### src/rtl/sseg_pkg.sv
// Shared constants and state encodings for the seven-segment driver command sequencer.
package sseg_pkg;

   localparam int WORD_W      = 16;
   localparam int INIT_WORDS  = 5;
   localparam int FRAME_WORDS = 8;

   localparam logic [3:0] DECODE = 4'h9;
   localparam logic [3:0] INTENS = 4'hA;
   localparam logic [3:0] SCANL  = 4'hB;
   localparam logic [3:0] SHDN   = 4'hC;
   localparam logic [3:0] TEST   = 4'hF;

   typedef enum logic [1:0] {INIT, IDLE, FRAME, INTS} ctrl_state_t;
   typedef enum logic [1:0] {TX_IDLE, TX_SHIFT, TX_GAP} tx_state_t;

   function automatic logic [WORD_W-1:0] make_word(input logic [3:0] addr, input logic [7:0] data);
      return {4'h0, addr, data};
   endfunction

endpackage

### src/rtl/sseg_spi_tx.sv
// Shifts one 16-bit word out MSB first: sclk high then low per bit, load held low
// across the word and high for a CLK_DIV-cycle gap afterwards.
module sseg_spi_tx
   import sseg_pkg::*;
#(
   parameter int CLK_DIV = 4
) (
   input  logic              clk,
   input  logic              rst,
   input  logic              start,
   input  logic [WORD_W-1:0] word,
   output logic              rdy,
   output logic              done,
   output logic              sclk,
   output logic              load,
   output logic              sdo
);

   localparam int CW = (CLK_DIV > 1) ? $clog2(CLK_DIV) : 1;
   localparam logic [CW-1:0] CNT_LAST = CW'(CLK_DIV - 1);

   tx_state_t         state;
   tx_state_t         state_nxt;
   logic [CW-1:0]     cnt;
   logic [3:0]        bit_cnt;
   logic              high;
   logic [WORD_W-1:0] shreg;
   logic              cnt_last;
   logic              accept;

   // The final gap cycle doubles as idle so consecutive words run back to back.
   assign cnt_last = (cnt == CNT_LAST);
   assign done     = (state == TX_GAP) && cnt_last;
   assign rdy      = (state == TX_IDLE) || done;
   assign accept   = start && rdy;

   always_ff @(posedge clk) begin
      if (!rst) state <= TX_IDLE;
      else      state <= state_nxt;
   end

   always_comb begin
      state_nxt = state;
      case (state)
         TX_IDLE:  if (start) state_nxt = TX_SHIFT;
         TX_SHIFT: if (cnt_last && !high && bit_cnt == 4'd0) state_nxt = TX_GAP;
         TX_GAP:   if (cnt_last) state_nxt = start ? TX_SHIFT : TX_IDLE;
         default:  state_nxt = TX_IDLE;
      endcase
   end

   // sdo advances on the falling sclk transition so it is stable across each high phase.
   always_ff @(posedge clk) begin
      if (!rst) begin
         cnt     <= '0;
         bit_cnt <= '0;
         high    <= 1'b0;
         shreg   <= '0;
         sclk    <= 1'b0;
         load    <= 1'b1;
         sdo     <= 1'b0;
      end else if (accept) begin
         shreg   <= {word[WORD_W-2:0], 1'b0};
         sdo     <= word[WORD_W-1];
         sclk    <= 1'b1;
         load    <= 1'b0;
         high    <= 1'b1;
         cnt     <= '0;
         bit_cnt <= 4'(WORD_W - 1);
      end else if (state != TX_IDLE) begin
         if (!cnt_last) begin
            cnt <= cnt + 1'b1;
         end else begin
            cnt <= '0;
            if (state == TX_SHIFT) begin
               if (high) begin
                  sclk  <= 1'b0;
                  high  <= 1'b0;
                  sdo   <= shreg[WORD_W-1];
                  shreg <= {shreg[WORD_W-2:0], 1'b0};
               end else if (bit_cnt == 4'd0) begin
                  load <= 1'b1;
               end else begin
                  sclk    <= 1'b1;
                  high    <= 1'b1;
                  bit_cnt <= bit_cnt - 1'b1;
               end
            end
         end
      end
   end

endmodule

### src/rtl/sseg_ctrl.sv
// Command sequencer for a MAX7219-style display chain: init sequence, then digit
// frames and intensity updates serialised through sseg_spi_tx.
module sseg_ctrl
   import sseg_pkg::*;
#(
   parameter int         CLK_DIV       = 4,
   parameter logic [3:0] INTENSITY_RST = 4'h8,
   parameter logic [2:0] SCAN_LIMIT    = 3'h7
) (
   input  logic        clk,
   input  logic        rst,
   input  logic [63:0] seg,
   input  logic        seg_vld,
   input  logic        int_up,
   input  logic        int_dn,
   output logic [3:0]  intensity,
   output logic        ready,
   output logic        busy,
   output logic        sclk,
   output logic        load,
   output logic        sdo
);

   ctrl_state_t       state;
   ctrl_state_t       state_nxt;
   logic [3:0]        idx;
   logic [3:0]        n_words;
   logic [63:0]       snapshot;
   logic [63:0]       shadow;
   logic [63:0]       seg_sh;
   logic              frm_pend;
   logic              int_pend;
   logic              tx_start;
   logic              tx_rdy;
   logic              tx_done;
   logic [WORD_W-1:0] tx_word;
   logic              accept;
   logic              up_ok;
   logic              dn_ok;

   assign accept = tx_start && tx_rdy;
   assign up_ok  = int_up && !int_dn && (intensity != 4'hF);
   assign dn_ok  = int_dn && !int_up && (intensity != 4'h0);
   assign seg_sh = snapshot << {idx[2:0], 3'b000};

   always_ff @(posedge clk) begin
      if (!rst) state <= INIT;
      else      state <= state_nxt;
   end

   // idx counts words handed to the transmitter; a state is left once its last word is done.
   always_comb begin
      state_nxt = state;
      tx_start  = 1'b0;
      tx_word   = '0;
      n_words   = 4'd0;
      busy      = 1'b1;
      case (state)
         INIT: begin
            n_words = 4'(INIT_WORDS);
            case (idx)
               4'd0:    tx_word = make_word(DECODE, 8'h00);
               4'd1:    tx_word = make_word(SCANL, {5'h00, SCAN_LIMIT});
               4'd2:    tx_word = make_word(INTENS, {4'h0, intensity});
               4'd3:    tx_word = make_word(TEST, 8'h00);
               default: tx_word = make_word(SHDN, 8'h01);
            endcase
         end
         FRAME: begin
            n_words = 4'(FRAME_WORDS);
            tx_word = make_word(idx + 4'd1, seg_sh[63:56]);
         end
         INTS: begin
            n_words = 4'd1;
            tx_word = make_word(INTENS, {4'h0, intensity});
         end
         default: begin
            busy = int_pend || frm_pend;
            if (int_pend)      state_nxt = INTS;
            else if (frm_pend) state_nxt = FRAME;
         end
      endcase
      if (state != IDLE) begin
         tx_start = (idx < n_words);
         if (tx_done && idx == n_words) state_nxt = IDLE;
      end
   end

   // A seg_vld during FRAME only reaches the shadow; the frame on the wire stays coherent.
   always_ff @(posedge clk) begin
      if (!rst) begin
         idx       <= '0;
         ready     <= 1'b0;
         intensity <= INTENSITY_RST;
         int_pend  <= 1'b0;
         frm_pend  <= 1'b0;
         snapshot  <= '0;
         shadow    <= '0;
      end else begin
         if (state_nxt != state) idx <= '0;
         else if (accept)        idx <= idx + 4'd1;

         if (state == INIT && state_nxt == IDLE) ready <= 1'b1;

         if (up_ok)      intensity <= intensity + 4'd1;
         else if (dn_ok) intensity <= intensity - 4'd1;

         if (state_nxt == INTS && state != INTS) int_pend <= 1'b0;
         else if (up_ok || dn_ok)                int_pend <= 1'b1;

         if (seg_vld) shadow <= seg;

         if (state_nxt == FRAME && state != FRAME) begin
            snapshot <= seg_vld ? seg : shadow;
            frm_pend <= 1'b0;
         end else if (seg_vld) begin
            frm_pend <= 1'b1;
            if (state != FRAME) snapshot <= seg;
         end
      end
   end

   sseg_spi_tx #(
      .CLK_DIV (CLK_DIV)
   ) u_tx (
      .clk   (clk),
      .rst   (rst),
      .start (tx_start),
      .word  (tx_word),
      .rdy   (tx_rdy),
      .done  (tx_done),
      .sclk  (sclk),
      .load  (load),
      .sdo   (sdo)
   );

endmodule

### config.mk
export PLATFORM = sky130hd
export DESIGN_NAME = sseg_ctrl
export DESIGN_NICKNAME = d
export VERILOG_FILES = /design/src/rtl/sseg_pkg.sv /design/src/rtl/sseg_spi_tx.sv /design/src/rtl/sseg_ctrl.sv
export SDC_FILE = /design/constraint.sdc
export NUM_CORES = 1
export LEC_CHECK = 0
export BUFFER_PORTS_ARGS = -buffer_cell sky130_fd_sc_hd__buf_4
export CAP_MARGIN = 30
export CORE_MARGIN = 2
export CORE_UTILIZATION = 40
export DETAILED_ROUTE_END_ITERATION = 10
export PLACE_DENSITY_LB_ADDON = 0.05
export RECOVER_POWER = 25
export SLEW_MARGIN = 20
export SYNTH_ARGS = -nofsm -noshare
export SYNTH_HDL_FRONTEND = slang
export SYNTH_SLANG_ARGS = --single-unit
### constraint.sdc
create_clock -name clk -period 8.72 [get_ports clk]
set_input_delay 1.744 -clock clk [delete_from_list [all_inputs] [get_ports clk]]
set_output_delay 1.744 -clock clk [all_outputs]
set_load 0.05 [all_outputs]
==> results.cfg, run 1 <==
[placed_design]
globalplace.congestion = 0.828
place_ws_ps = 4560
numPortBuffers = 77
hpwl_um = 12600

[final_layout]
syn_to_final_growth_pct = 17.1
ff_latch_area_um2 = 3360
drive_gt1_share_pct = 23.4
multi_input_comb_area_um2 = 4140
nets = 911
nFillCells = 1828
n_antenna_cell = 0

[worst_setup_path]
cp-start-kind = input pin
setup.worst_path.class = input pin to flip-flop
cp-end-kind = flip-flop
required_ps = 9060
critical_path_arrival_ps = 4860
crit_fanout = 68

[run_status]
violations = max-capacitance violations, max-slew violations
status = complete, but fails checks

[route]
via_per_inst = 5.30
wl_um = 18500
vias = 5838
wl_per_cell_um = 16.8
drc_errors = 0
firstDrtPassIters = 5
drt_iter0_drc = 479
antenna_left = 0

[synthesis]
syn_inst = 776
yosys.cell_types.count = 50
synth_area_um2 = 7790
yosys_most_used_dff = dfxtp_1
yosysWarnings = 0
syn_area_per_cell_um2 = 10.0
synth_edf_count = 0
synth_nets = 863
ys_ff_latch = 168
async_flop_share_pct = 0
yosysSeqAreaShare_pct = 43.1

[pwr]
clkPwrFrac_pct = 40.3
p_comb_share_pct = 14.5
peakVddDrop_uv = 134
p_per_area_nw_per_um2 = 206
power_frac_seq_pct = 45.2
internal_power_w = 0.00141
power_w = 0.00188
power_leakage_nw = 4.02
p_switching_w = 0.000470
netSwitchingFraction_pct = 25.0

[die]
die_w_um = 144
core_region_area_um2 = 19300
rows = 51
initial_utilization_pct = 40.4
ios = 78
die_h_um = 144
dieArea_um2 = 20600

[sta]
worst_pin_slew_ps = 2290
fmax_mhz = 222
setup_ws_ps = 4210
fin_hold_ws_ps = 455
fin_setup_tns_ps = 0
clock_skew_ps = 9.79
max_slew_margin_pct = -52.9
rsz0062_at_grt = false
fin_crit_ps = 4510
hold_viol_final = 0
setup_viol = 0
finalCritPeriodShare_pct = 51.8
drv_slew = 56

[min_path]
hold_class = flip-flop to flip-flop

[global_routing]
antenna_found_initial = 0
grt_usage_pct = 18.5
overflow = 0
grt_pass1_vias = 5581
grt_pass1_wl_um = 29700
grt_max_degree = 69

[clock_tree]
cts-root-buf = clkbuf_16
clockBufferDepth = 2
clock_latency_ps = 430
cts_resized = 0
hold_buffers = 0
clock-sinks = 168
cts_tree = built
numCtsBuffers = 17
postCtsSetupRepairBufs = 0
htreeDepth = 4
clk_pin_slew_ps = 60

[run]
maxCapViolations = 1
## sequential cells by signal (all words and copies together) (netlist names)
register / count
u_tx.state: 2
intensity: 4
u_tx.high: 1
int_pend: 1
u_tx.sclk: 1
u_tx.sdo: 1
snapshot: 64
u_tx.load: 1
u_tx.bit_cnt: 4
u_tx.cnt: 2
shadow: 64
u_tx.shreg: 15
frm_pend: 1
ready: 1
idx: 4
state: 2
## critical path, cell delays in order
cell and delay, ps:
clkbuf_1 830, clkbuf_1 1700, buf_16 320, nand2_1 100, o22ai_1 130
## cell families (layout without fill, tap and decap cells)
| family | after synthesis | in the layout | share of synthesized area, % |
|---|---|---|---|
| AND/OR/NAND/NOR | 223 | 223 | 13.9 |
| flip-flops | 168 | 168 | 43.1 |
| buffers and inverters | 68 | 128 | 3.95 |
| AO/OA/AOI/OAI | 128 | 128 | 10.5 |
| adder cells (fa/ha/maj) | 18 | 18 | 2.99 |
| XOR/XNOR | 11 | 11 | 1.24 |
| multiplexers | 160 | 160 | 24.2 |
## Yosys cell counts (2+ instances only)
library cell / n / area share (%)
mux2i_1: 75 / 9.6
o22ai_1: 68 / 5.5
inv_1: 10 / 0.48
nor3_1: 6 / 0.39
nor3b_1: 3 / 0.29
nand3_1: 4 / 0.26
o21ai_0: 9 / 0.58
clkbuf_1: 43 / 2.1
o311ai_0: 2 / 0.22
a221oi_1: 2 / 0.22
buf_2: 6 / 0.39
nand2_1: 103 / 5.0
mux2_2: 69 / 10
xor2_1: 3 / 0.34
and2_1: 68 / 5.5
or4_1: 2 / 0.19
a21oi_1: 26 / 1.7
nand3b_1: 3 / 0.29
xnor2_1: 8 / 0.90
a211oi_1: 2 / 0.19
a311oi_1: 3 / 0.34
a21o_1: 2 / 0.19
mux4_2: 16 / 4.6
o221ai_1: 2 / 0.22
o211a_1: 2 / 0.26
dfxtp_1: 168 / 43
buf_1: 2 / 0.096
nor2_1: 23 / 1.1
ha_1: 17 / 2.7
and3_1: 3 / 0.24
nand2b_1: 2 / 0.16
buf_6: 6 / 0.87
## final cells by class
type	instances	share of cell area, %
multi-input combinational	540	45.4
sequential	168	36.9
timing repair buffer	86	7.32
clock buffer	23	5.02
tap	265	3.63
clock inverter	8	1.33
inverter	11	0.452
## power groups by stage
| stage | Clock [W] | Sequential, W | Combinational, W |
|---|---|---|---|
| after floorplan | 0 | 0.000870 | 0.000180 |
| final | 0.000756 | 0.000849 | 0.000272 |
| after global routing | 0.000808 | 0.000854 | 0.000300 |
| after detailed placement | 0 | 0.000866 | 0.000275 |
| after global placement | 0 | 0.000864 | 0.000267 |
| after CTS | 0.000777 | 0.000849 | 0.000276 |
## stage by stage
stage,utilization (%),cell area (µm²),cells
after floorplan,-,7790,776
after global placement,44.1,8500,1067
after detailed placement,44.5,8570,1070
after CTS,47.5,9150,1101
after global routing,47.4,9130,1101
final,47.4,9130,1101
## placed cells by master (no fill, tap or decap), types with 8 or more instances in the layout
master / count
clkbuf_1: 11
clkbuf_16: 17
mux2i_1: 75
o22ai_1: 68
inv_1: 10
dfxtp_1: 168
mux4_2: 16
buf_4: 77
mux2_2: 69
a21oi_1: 26
o21ai_0: 9
nand2_1: 102
ha_1: 17
nor2_1: 23
xnor2_1: 8
and2_1: 64
## final timing paths
path	startpoint	to	slack [ps]	cells past startpoint
max	rst	snapshot[29]	4210	5
min	u_tx.shreg[15]	u_tx.sdo	460	2
max reg2reg	state[0]	snapshot[30]	4700	11
min reg2reg	u_tx.shreg[15]	u_tx.sdo	460	2
## routing by layer
layer | track usage (%) | up-vias | share of wire [%]
li1 | - | 2866 | -
met3 | 3.47 | 18 | 3.6
met1 | 25.8 | 2836 | 49
met2 | 29.4 | 118 | 47
met5 | 0 | - | 0
met4 | 5.31 | 0 | 1.1
Note: power is estimated with default switching activity, not from simulation.
==> inputs of run 2 (changes only) <==
- ABC_AREA: not set -> 1
- clock period: 8.72 -> 4.5 ns (I/O delays scaled with it)
==> run 2 against run 1 <==
Against the previous run: the flow still finishes with violations (max-capacitance violations, max-slew violations); combinational power rose to 3.2 times the previous value; cell count rose by 39%; cell area rose by 4.6%; clock skew barely moved; worst setup slack got worse by 2900 ps; non-clock buffer count rose by 5; clock-buffer cell count did not move; sequential share of layout area fell by 1.6 points; power rose by 110%; first-iteration DRC count fell by 15%; synthesized cell count rose by 55%; global-route usage rose by 0.24 points; critical path type is now flip-flop to flip-flop; highest routed layer unchanged.
==> results.cfg, run 2 <==
[placed_design]
hpwl_um = 13300
placed_cell_area_um2 = 8970
place_ws_ps = 1300
numPortBuffers = 77
globalplace.congestion = 0.787

[final_layout]
nFillCells = 2174
drive_gt1_share_pct = 10.0
fin_util_pct = 46.9
final_common_cell = nand2_1
mostFrequentLayoutCells = nand2_1 (312), nor2_1 (220), dfxtp_1 (168), inv_1 (104), o21ai_0 (99)
ff_latch_area_um2 = 3360
syn_to_final_growth_pct = 14.0
nets = 1330
n_antenna_cell = 0
design_area_um2 = 9540
top_regs = shadow (64), snapshot (64), u_tx.shreg (15)
multi_input_comb_area_um2 = 4170

[route]
firstDrtPassIters = 5
via_per_inst = 4.71
drc_errors = 0
antenna_left = 0
drt_iter0_drc = 408
vias = 7195
wl_um = 19700
wl_per_cell_um = 12.9

[worst_setup_path]
crit_path_top_delay_cell = nand2_4
cpMostUsedCell = nand2_1
critical_path_arrival_ps = 3500
required_ps = 4830
cp-start-kind = flip-flop
path_cells = inv_1 > ha_1 > inv_1 > ha_1 > nand2_1 > nor3_1 > nand2_2 > nand3_4 > nand2_1 > nand2_4 > buf_4 > nand2_1 > nand2_1 > nor2_1
setup.worst_path.class = flip-flop to flip-flop
cp-end-kind = flip-flop
crit_fanout = 65
critPathMaxStageDelay_ps = 500

[sta]
max_slew_margin_pct = -6.98
rsz0062_at_grt = false
fmax_mhz = 315
worst_pin_slew_ps = 1600
hold_viol_final = 0
finalCritPeriodShare_pct = 70.6
fin_hold_ws_ps = 447
clock_skew_ps = 9.35
drv_slew = 44
fin_crit_ps = 3180
setup_viol = 0
fin_setup_tns_ps = 0
setup_ws_ps = 1320

[clock_tree]
hold_buffers = 0
clock-sinks = 168
numCtsBuffers = 17
postCtsSetupRepairBufs = 0
clockBufferDepth = 2
htreeDepth = 4
cts_resized = 0
clock_latency_ps = 430
clk_pin_slew_ps = 60
cts-root-buf = clkbuf_16
cts_tree = built

[synthesis]
yosysSeqAreaShare_pct = 40.2
syn_inst = 1202
yosys-top-cells-count = nand2_1 (312), nor2_1 (220), dfxtp_1 (168)
async_flop_share_pct = 0
synth_nets = 1289
synth_area_leaders = dfxtp_1 (40%), nand2_1 (14%), nor2_1 (9.9%)
yosys.cell_types.count = 36
yosys_most_used_dff = dfxtp_1
syn_area_per_cell_um2 = 6.96
synth_edf_count = 0
synth_top_area_share_pct = 40.2
ys_ff_latch = 168
yosysWarnings = 0
synth_area_um2 = 8370
yosysMostFrequentCell = nand2_1
synth.largest_area_cell = dfxtp_1

[die]
ios = 78
initial_utilization_pct = 41.1
dieArea_um2 = 22100
core_region_area_um2 = 20400
rows = 52
die_w_um = 149
die_h_um = 149

[global_routing]
grt_pass1_wl_um = 33400
overflow = 0
grt_pass1_vias = 6706
grt_max_degree = 66
antenna_found_initial = 0
grt_usage_pct = 18.8

[min_path]
hold_class = flip-flop to flip-flop

[run]
maxCapViolations = 1

[run_status]
violations = max-capacitance violations, max-slew violations
status = complete, but fails checks

[pwr]
p_per_area_nw_per_um2 = 422
power_leakage_nw = 4.71
peakVddDrop_uv = 285
## run 2: cell count changes after synthesis, sizes merged, moves of 18 or more
cell    change
clkbuf     -21
o22ai      -68
inv        +97
nand3      +46
a21oi      +18
o21ai     +106
nand2     +211
mux2       -69
and2       -68
nor2      +198
buf        +33
## run 2: cell type report
| class | instances | area share, % |
|---|---|---|
| repair buffers | 91 | 6.96 |
| multi-input cells | 856 | 43.7 |
| clock inverters | 9 | 1.19 |
| flip-flops and latches | 168 | 35.2 |
| well taps | 270 | 3.54 |
| clock buffers | 23 | 5.01 |
| inverters | 109 | 4.37 |
## run 2: final timing paths
check | startpoint | to | slack [ps] | cells after the start
setup / recovery | state[0] | snapshot[60] | 1320 | 14
hold / removal | ready | ready | 450 | 2
setup reg to reg | state[0] | snapshot[60] | 1320 | 14
hold reg to reg | ready | ready | 450 | 2
## run 2: kinds of logic after synthesis
kind of cell    after synthesis  share of synthesized area (%)
compound gates              172                           10.7
xor+xnor                      5                          0.523
fa+ha+maj                    18                           2.78
buf+inv                     178                           10.2
flops                       168                           40.2
mux                          64                           7.65
simple gates                597                           28.0
## run 2: power breakdown
group	total (W)	switching [W]	internal, W
registers	0.00168	0.0000620	0.00162
clock network	0.00148	0.000611	0.000866
logic	0.000873	0.000562	0.000311
total	0.00403	0.00124	0.00280
## run 2: worst max-delay path: cells and delay by family (launching register included)
kind                       cells  cell delay (ps)
DFF                            1              370
buffers and inverters          3              660
and+or+nand+nor                9             1320
adders and majority gates      2              680
## run 2: per-layer routing
metal / track usage [%] / wire length [µm] / vias to the layer above
met2: 31.3 / 8990 / 90
met1: 25.0 / 9910 / 3214
met4: 5.62 / 279 / 0
li1: - / - / 3871
met5: 0 / 0 / -
met3: 3.10 / 554 / 20
## run 2: stage by stage
step / cells / power, W
2_1_floorplan: 1202 / 0.00236
3_3_place_gp: 1494 / 0.00260
3_5_place_dp: 1494 / 0.00260
4_1_cts: 1526 / 0.00409
5_1_grt: 1526 / 0.00428
6_report: 1526 / 0.00403
